`src/rtl/sargantana_icache_pkg.sv`:
```
// Shared constants and state encoding for the Sargantana I-cache tag controller.
package sargantana_icache_pkg;

    localparam int TAG_WIDHT      = 20;
    localparam int TAG_ADDR_WIDHT = 6;
    localparam int ICACHE_N_WAY   = 4;

    typedef enum logic [1:0] {
        IDLE,
        COMPARE,
        MISS,
        WRITE
    } tag_ctrl_state_t;

endpackage

```
`src/rtl/sargantana_icache_tag_ctrl_if.sv`:
```
// Bundle of lookup, response, refill, flush and tag-way signals around the tag controller.
// master = requester plus tag ways, slave = controller.
interface sargantana_icache_tag_ctrl_if
    import sargantana_icache_pkg::*;
#(
    parameter int NUM_WAYS = ICACHE_N_WAY
) ();

    logic                          lookup_valid_i;
    logic                          lookup_ready_o;
    logic [TAG_ADDR_WIDHT-1:0]     lookup_idx_i;
    logic [TAG_WIDHT-1:0]          lookup_tag_i;
    logic                          resp_valid_o;
    logic                          resp_hit_o;
    logic [NUM_WAYS-1:0]           resp_way_o;
    logic                          refill_valid_i;
    logic                          refill_ready_o;
    logic                          flush_i;
    logic [NUM_WAYS-1:0]           tag_req_o;
    logic                          tag_we_o;
    logic                          tag_vbit_o;
    logic                          tag_flush_o;
    logic [TAG_ADDR_WIDHT-1:0]     tag_addr_o;
    logic [TAG_WIDHT-1:0]          tag_data_o;
    logic [NUM_WAYS*TAG_WIDHT-1:0] tag_rdata_i;
    logic [NUM_WAYS-1:0]           tag_vbit_i;

    modport master (
        output lookup_valid_i, lookup_idx_i, lookup_tag_i, refill_valid_i, flush_i,
        output tag_rdata_i, tag_vbit_i,
        input  lookup_ready_o, resp_valid_o, resp_hit_o, resp_way_o, refill_ready_o,
        input  tag_req_o, tag_we_o, tag_vbit_o, tag_flush_o, tag_addr_o, tag_data_o
    );

    modport slave (
        input  lookup_valid_i, lookup_idx_i, lookup_tag_i, refill_valid_i, flush_i,
        input  tag_rdata_i, tag_vbit_i,
        output lookup_ready_o, resp_valid_o, resp_hit_o, resp_way_o, refill_ready_o,
        output tag_req_o, tag_we_o, tag_vbit_o, tag_flush_o, tag_addr_o, tag_data_o
    );

endinterface

```
`src/rtl/sargantana_icache_victim_sel.sv`:
```
// Victim choice on a miss: lowest-index invalid way, otherwise the round-robin way.
module sargantana_icache_victim_sel #(
    parameter int NUM_WAYS = 4,
    parameter int RR_W     = $clog2(NUM_WAYS)
) (
    input  logic [NUM_WAYS-1:0] vbit_i,
    input  logic [RR_W-1:0]     rr_i,
    output logic [NUM_WAYS-1:0] victim_o,
    output logic                use_rr_o
);

    logic [NUM_WAYS-1:0] invalid;
    logic [NUM_WAYS-1:0] first_invalid;

    assign invalid       = ~vbit_i;
    // x & -x isolates the lowest set bit, giving a one-hot priority encode.
    assign first_invalid = invalid & (~invalid + NUM_WAYS'(1));
    assign use_rr_o      = &vbit_i;
    assign victim_o      = use_rr_o ? (NUM_WAYS'(1) << rr_i) : first_invalid;

endmodule

```
`src/rtl/sargantana_icache_tag_ctrl.sv`:
```
// Tag lookup / refill sequencer in front of the per-way tag memories.
// Reads all ways, reports hit or victim, and writes the refilled tag into the victim.
module sargantana_icache_tag_ctrl
    import sargantana_icache_pkg::*;
#(
    parameter int NUM_WAYS = ICACHE_N_WAY
) (
    input  logic                        clk_i,
    input  logic                        rstn_i,
    sargantana_icache_tag_ctrl_if.slave bus
);

    localparam int RR_W = $clog2(NUM_WAYS);

    tag_ctrl_state_t           state_q, state_d;
    logic [RR_W-1:0]           rr_q, rr_d;
    logic [TAG_ADDR_WIDHT-1:0] idx_q, idx_d;
    logic [TAG_WIDHT-1:0]      tag_q, tag_d;
    logic [NUM_WAYS-1:0]       victim_q, victim_d;
    logic                      victim_rr_q, victim_rr_d;
    logic                      resp_valid_q, resp_valid_d;
    logic                      resp_hit_q, resp_hit_d;
    logic [NUM_WAYS-1:0]       resp_way_q, resp_way_d;

    logic [NUM_WAYS-1:0]       hit;
    logic [NUM_WAYS-1:0]       hit_first;
    logic [NUM_WAYS-1:0]       victim;
    logic                      victim_use_rr;

    logic                      lookup_ready;
    logic                      refill_ready;
    logic [NUM_WAYS-1:0]       tag_req;
    logic                      tag_we;
    logic                      tag_vbit;
    logic [TAG_ADDR_WIDHT-1:0] tag_addr;

    for (genvar gi = 0; gi < NUM_WAYS; gi++) begin : g_hit
        assign hit[gi] = bus.tag_vbit_i[gi] &
                         (bus.tag_rdata_i[gi*TAG_WIDHT +: TAG_WIDHT] == tag_q);
    end

    assign hit_first = hit & (~hit + NUM_WAYS'(1));

    sargantana_icache_victim_sel #(
        .NUM_WAYS (NUM_WAYS),
        .RR_W     (RR_W)
    ) u_victim_sel (
        .vbit_i   (bus.tag_vbit_i),
        .rr_i     (rr_q),
        .victim_o (victim),
        .use_rr_o (victim_use_rr)
    );

    always_comb begin
        state_d      = state_q;
        rr_d         = rr_q;
        idx_d        = idx_q;
        tag_d        = tag_q;
        victim_d     = victim_q;
        victim_rr_d  = victim_rr_q;
        resp_valid_d = 1'b0;
        resp_hit_d   = resp_hit_q;
        resp_way_d   = resp_way_q;
        lookup_ready = 1'b0;
        refill_ready = 1'b0;
        tag_req      = '0;
        tag_we       = 1'b0;
        tag_vbit     = 1'b0;
        tag_addr     = (state_q == IDLE) ? bus.lookup_idx_i : idx_q;

        case (state_q)
            IDLE: begin
                lookup_ready = !bus.flush_i;
                if (bus.lookup_valid_i && lookup_ready) begin
                    tag_req = '1;
                    idx_d   = bus.lookup_idx_i;
                    tag_d   = bus.lookup_tag_i;
                    state_d = COMPARE;
                end
            end
            COMPARE: begin
                resp_valid_d = 1'b1;
                if (|hit) begin
                    resp_hit_d = 1'b1;
                    resp_way_d = hit_first;
                    state_d    = IDLE;
                end else begin
                    resp_hit_d  = 1'b0;
                    resp_way_d  = victim;
                    victim_d    = victim;
                    victim_rr_d = victim_use_rr;
                    state_d     = MISS;
                end
            end
            MISS: begin
                refill_ready = !bus.flush_i;
                if (bus.refill_valid_i && refill_ready) begin
                    state_d = WRITE;
                end
            end
            WRITE: begin
                tag_req  = victim_q;
                tag_we   = 1'b1;
                tag_vbit = 1'b1;
                // rr only advances when it actually picked the victim.
                if (victim_rr_q) begin
                    rr_d = rr_q + RR_W'(1);
                end
                state_d = IDLE;
            end
            default: state_d = IDLE;
        endcase

        // Flush aborts whatever is in flight and blocks any tag access this cycle.
        if (bus.flush_i) begin
            state_d      = IDLE;
            rr_d         = '0;
            tag_req      = '0;
            tag_we       = 1'b0;
            tag_vbit     = 1'b0;
            resp_valid_d = 1'b0;
            resp_hit_d   = resp_hit_q;
            resp_way_d   = resp_way_q;
            victim_d     = victim_q;
            victim_rr_d  = victim_rr_q;
        end
    end

    always_ff @(posedge clk_i or negedge rstn_i) begin
        if (!rstn_i) begin
            state_q      <= IDLE;
            rr_q         <= '0;
            idx_q        <= '0;
            tag_q        <= '0;
            victim_q     <= '0;
            victim_rr_q  <= 1'b0;
            resp_valid_q <= 1'b0;
            resp_hit_q   <= 1'b0;
            resp_way_q   <= '0;
        end else begin
            state_q      <= state_d;
            rr_q         <= rr_d;
            idx_q        <= idx_d;
            tag_q        <= tag_d;
            victim_q     <= victim_d;
            victim_rr_q  <= victim_rr_d;
            resp_valid_q <= resp_valid_d;
            resp_hit_q   <= resp_hit_d;
            resp_way_q   <= resp_way_d;
        end
    end

    assign bus.lookup_ready_o = lookup_ready;
    assign bus.refill_ready_o = refill_ready;
    assign bus.resp_valid_o   = resp_valid_q;
    assign bus.resp_hit_o     = resp_hit_q;
    assign bus.resp_way_o     = resp_way_q;
    assign bus.tag_req_o      = tag_req;
    assign bus.tag_we_o       = tag_we;
    assign bus.tag_vbit_o     = tag_vbit;
    assign bus.tag_flush_o    = bus.flush_i;
    assign bus.tag_addr_o     = tag_addr;
    assign bus.tag_data_o     = tag_q;

endmodule
```
`src/flat_wrapper.sv`:
```
// flat-port wrapper written by rule: the top's interface ports become plain ports
module sargantana_icache_tag_ctrl_flat import sargantana_icache_pkg::*;
#(
    parameter int NUM_WAYS = ICACHE_N_WAY
)
  (clk_i, rstn_i, bus_lookup_valid_i, bus_lookup_idx_i, bus_lookup_tag_i, bus_refill_valid_i, bus_flush_i, bus_tag_rdata_i, bus_tag_vbit_i, bus_lookup_ready_o, bus_resp_valid_o, bus_resp_hit_o, bus_resp_way_o, bus_refill_ready_o, bus_tag_req_o, bus_tag_we_o, bus_tag_vbit_o, bus_tag_flush_o, bus_tag_addr_o, bus_tag_data_o);
  sargantana_icache_tag_ctrl_if #(.NUM_WAYS(NUM_WAYS)) bus_i ();
  input  logic clk_i;
  input  logic rstn_i;
  input wire logic [$bits(bus_i.lookup_valid_i)-1:0] bus_lookup_valid_i;
  input wire logic [$bits(bus_i.lookup_idx_i)-1:0] bus_lookup_idx_i;
  input wire logic [$bits(bus_i.lookup_tag_i)-1:0] bus_lookup_tag_i;
  input wire logic [$bits(bus_i.refill_valid_i)-1:0] bus_refill_valid_i;
  input wire logic [$bits(bus_i.flush_i)-1:0] bus_flush_i;
  input wire logic [$bits(bus_i.tag_rdata_i)-1:0] bus_tag_rdata_i;
  input wire logic [$bits(bus_i.tag_vbit_i)-1:0] bus_tag_vbit_i;
  output wire logic [$bits(bus_i.lookup_ready_o)-1:0] bus_lookup_ready_o;
  output wire logic [$bits(bus_i.resp_valid_o)-1:0] bus_resp_valid_o;
  output wire logic [$bits(bus_i.resp_hit_o)-1:0] bus_resp_hit_o;
  output wire logic [$bits(bus_i.resp_way_o)-1:0] bus_resp_way_o;
  output wire logic [$bits(bus_i.refill_ready_o)-1:0] bus_refill_ready_o;
  output wire logic [$bits(bus_i.tag_req_o)-1:0] bus_tag_req_o;
  output wire logic [$bits(bus_i.tag_we_o)-1:0] bus_tag_we_o;
  output wire logic [$bits(bus_i.tag_vbit_o)-1:0] bus_tag_vbit_o;
  output wire logic [$bits(bus_i.tag_flush_o)-1:0] bus_tag_flush_o;
  output wire logic [$bits(bus_i.tag_addr_o)-1:0] bus_tag_addr_o;
  output wire logic [$bits(bus_i.tag_data_o)-1:0] bus_tag_data_o;
  assign bus_i.lookup_valid_i = bus_lookup_valid_i;
  assign bus_i.lookup_idx_i = bus_lookup_idx_i;
  assign bus_i.lookup_tag_i = bus_lookup_tag_i;
  assign bus_i.refill_valid_i = bus_refill_valid_i;
  assign bus_i.flush_i = bus_flush_i;
  assign bus_i.tag_rdata_i = bus_tag_rdata_i;
  assign bus_i.tag_vbit_i = bus_tag_vbit_i;
  assign bus_lookup_ready_o = bus_i.lookup_ready_o;
  assign bus_resp_valid_o = bus_i.resp_valid_o;
  assign bus_resp_hit_o = bus_i.resp_hit_o;
  assign bus_resp_way_o = bus_i.resp_way_o;
  assign bus_refill_ready_o = bus_i.refill_ready_o;
  assign bus_tag_req_o = bus_i.tag_req_o;
  assign bus_tag_we_o = bus_i.tag_we_o;
  assign bus_tag_vbit_o = bus_i.tag_vbit_o;
  assign bus_tag_flush_o = bus_i.tag_flush_o;
  assign bus_tag_addr_o = bus_i.tag_addr_o;
  assign bus_tag_data_o = bus_i.tag_data_o;
  sargantana_icache_tag_ctrl #(.NUM_WAYS(NUM_WAYS)) u_core (.clk_i(clk_i), .rstn_i(rstn_i), .bus(bus_i));
endmodule
```
`config.mk`:
```
export PLATFORM = sky130hd
export DESIGN_NAME = sargantana_icache_tag_ctrl_flat
export DESIGN_NICKNAME = d
export VERILOG_FILES = /design/src/rtl/sargantana_icache_pkg.sv /design/src/rtl/sargantana_icache_tag_ctrl_if.sv /design/src/rtl/sargantana_icache_victim_sel.sv /design/src/rtl/sargantana_icache_tag_ctrl.sv /design/src/flat_wrapper.sv
export SDC_FILE = /design/constraint.sdc
export NUM_CORES = 1
export LEC_CHECK = 0
export BUFFER_PORTS_ARGS = -buffer_cell sky130_fd_sc_hd__buf_2
export CELL_PAD_IN_SITES_DETAIL_PLACEMENT = 0
export CELL_PAD_IN_SITES_GLOBAL_PLACEMENT = 1
export CORE_ASPECT_RATIO = 1.25
export CORE_MARGIN = 2
export CORE_UTILIZATION = 36
export DETAILED_ROUTE_END_ITERATION = 8
export GPL_ROUTABILITY_DRIVEN = 0
export MAX_ROUTING_LAYER = met4
export PLACE_DENSITY = 0.91
export SYNTH_ARGS = -nofsm -noshare
export SYNTH_HDL_FRONTEND = slang
export SYNTH_SLANG_ARGS = --single-unit
```
`constraint.sdc`:
```
create_clock -name clk_i -period 3.21 [get_ports clk_i]
set_input_delay 0.642 -clock clk_i [delete_from_list [all_inputs] [get_ports clk_i]]
set_output_delay 0.642 -clock clk_i [all_outputs]
set_load 0.1 [all_outputs]
```
==> results.yml <==
power:
  p_per_area_nw_per_um2: 1180
  ir_worst_vdd_uv: 1220
  p_leak_uw: 0.00177
  power.total_uw: 4590
global_route:
  overflow: 0
  grt.total_usage_pct: 19.6
  grt_pass1_wl_um: 13400
  first_global_vias: 2679
  antenna_found_initial: 0
  grt_start_max_net_pins: 42
setup_path:
  cpPeakStageDelay_ns: 0.43
  critPathLaunchType: "flip-flop"
  crit_type: "reg2out"
  r2r_cells: 7
  worstPathArrival_ns: 2.03
  cp_slowest_cell: "dfrtp_1"
  cp_cell_sequence: "inv_1, ha_1, nor2b_4, nand2_2, a21oi_4, buf_12"
  worst_r2r_startpoint: "u_core.bus.tag_data_o[15]"
  timing.rr.end: "u_core.victim_q[3]"
  worstSetupEndpointType: "output pin"
  cp_data_required_time_ns: 2.57
  rrSetupSlack_ns: 0.83
  crit_start: "u_core.state_q[0]"
  path_max_fanout: 8
cts:
  cts.repair.resized: 0
  ctsHoldBuffers: 0
  htreeDepth: 2
  clk_pin_slew_worst_paths_ns: 0.08
  post_cts_buffers: 0
  cts_made_buffers: 5
  root_buffer: "clkbuf_8"
  clockBufferDepth: 2
  cts_num_sinks: 41
  cts_tree: "done"
  clock_latency_ns: 0.29
route:
  highest_layer: "met4"
  met1_length_um: 3460
  drt_iter0_drc: 89
  vias_per_cell: 4.94
  met2_length_um: 4210
  num_vias: 2553
  drt_first_pass_iters: 4
  wl_per_cell_um: 16.1
  drc: 0
  route.met3.wl_um: 512
  routed_wl_um: 8330
  postRouteAntennaNets: 0
yosys:
  synth_area_leaders: "dfrtp_1 (35%), xnor2_1 (19%), mux2_2 (12%), xor2_1 (4.8%), nand4_1 (3.8%)"
  ys_seq_area_share_pct: 34.8
  yosysTopAreaCellShare_pct: 34.8
  syn_area_um2: 2940
  syn_area_per_cell_um2: 10.4
  yosysTopAreaCell: "dfrtp_1"
  syn_inst: 284
  synth_nets: 407
  ys_warn_count: 0
  synth-seq-cells: 41
  synth.distinct_cells: 31
place:
  place_hpwl_um: 6870
  port_buffers: 155
timing:
  slew_violations: 0
  slew_headroom_pct: 36.9
  finalCriticalPeriod_ns: 2.67
  hold_viol: 0
  hold_slack_ns: 0.483
  fmax_ghz: 0.375
  finalSetupTns_ns: 0
  skew_ns: 0.00694
  post-route-period-util_pct: 83.1
  worst_slew_pin_slew_ns: 0.947
  finalSetupViolCount: 0
  rsz0062_at_grt: "no"
floorplan:
  core.rowCount: 36
  die_w_um: 84.9
  dieArea_um2: 8920
  core-area_um2: 7880
  initial_utilization_pct: 37.3
  num_io_pins: 156
  dieHeight_um: 105
hold_path:
  hold_class: "reg2reg"
  hp-start: "u_core.bus.resp_way_o[2]"
  hold_path_depth: 2
  min_to: "u_core.bus.resp_way_o[2]"
final_layout:
  final_cell_mix: "buf_2 (151), xnor2_1 (65), dfrtp_1 (41)"
  final_util_pct: 49.3
  nets: 544
  drive_above_1_share_pct: 49.8
  layout_commonest_cell: "buf_2"
  antenna_cells: 0
  syn2layout_area_growth_pct: 32.0
run_status:
  status: "finished clean"
run:
  cap_violations: 0
==> metrics by stage <==
step	cell area [µm²]	std cells	setup slack, ns
finish	3890	517	0.542
global route	3890	517	0.394
CTS	3890	517	0.499
detailed placement	3780	509	0.617
global placement	3780	509	0.652
floorplan	3000	284	0.0177
==> cell families (layout without fill, tap and decap cells) <==
group	after synthesis	after routing	synth area share, %
AND/OR/NAND/NOR	65	65	12.2
buffers and inverters	34	172	7.14
XOR/XNOR	81	81	24.1
adder cells (fa/ha/maj)	8	8	3.40
multiplexers	37	37	14.6
AO/OA/AOI/OAI	18	18	3.74
flip-flops	41	41	34.8
==> cell usage after synthesis (all sizes together) <==
cell,count
a21boi,1
buf,21
nor4,9
or2,1
nor2b,6
nand3,7
xor2,16
nor2,7
o31ai,1
mux2i,1
clkbuf,6
o21ai,2
o41ai,1
and4,2
and2,1
nand2,13
nand2b,1
a32o,1
xnor2,65
mux2,36
ha,8
a31oi,1
inv,7
dfrtp,41
nand4,18
a221o,1
a21oi,10
==> flip-flops by register name, summed over array words and instances (netlist names) <==
name                     cells
u_core.bus.resp_hit_o        1
u_core.bus.resp_valid_o      1
u_core.rr_q                  2
u_core.idx_q                 6
u_core.victim_q              4
u_core.victim_rr_q           1
u_core.bus.tag_data_o       20
u_core.bus.resp_way_o        4
u_core.state_q               2
==> report_power, final <==
group | internal (µW) | switching (µW)
Combinational | 877 | 2180
Clock | 195 | 182
Sequential | 747 | 400
==> final cells by class <==
cell class / instances / area (µm²)
Clock buffer: 7 / 96.3
Inverter: 7 / 26.3
Multi-Input combinational cell: 209 / 1760
Sequential cell: 41 / 1030
Timing Repair Buffer: 157 / 851
Tap cell: 95 / 119
Clock inverter: 1 / 5.00
Fill cell: 727 / 4000
==> per-layer routing <==
layer / track usage (%) / up-vias
met1: 22.9 / 1195
met2: 33.5 / 120
met4: 6.12 / 0
li1: - / 1228
met5: - / -
met3: 4.11 / 10
==> worst max path at each step <==
stage,end,slack [ns]
after floorplan,bus_tag_we_o,0.02
after global placement,u_core.victim_q[3],0.65
after detailed placement,u_core.victim_q[3],0.62
after CTS,bus_tag_req_o[0],0.50
after global routing,bus_tag_req_o[0],0.39
final,bus_tag_req_o[0],0.54
==> critical path: cells and delay by family (launching register included) <==
family                   cells  cell delay (ns)
flip-flops                   1             0.43
AO/OA/AOI/OAI                1             0.21
AND/OR/NAND/NOR              2             0.42
buffers and inverters        2             0.29
adder cells (fa/ha/maj)      1             0.38
(Power assumes the default switching activity.)
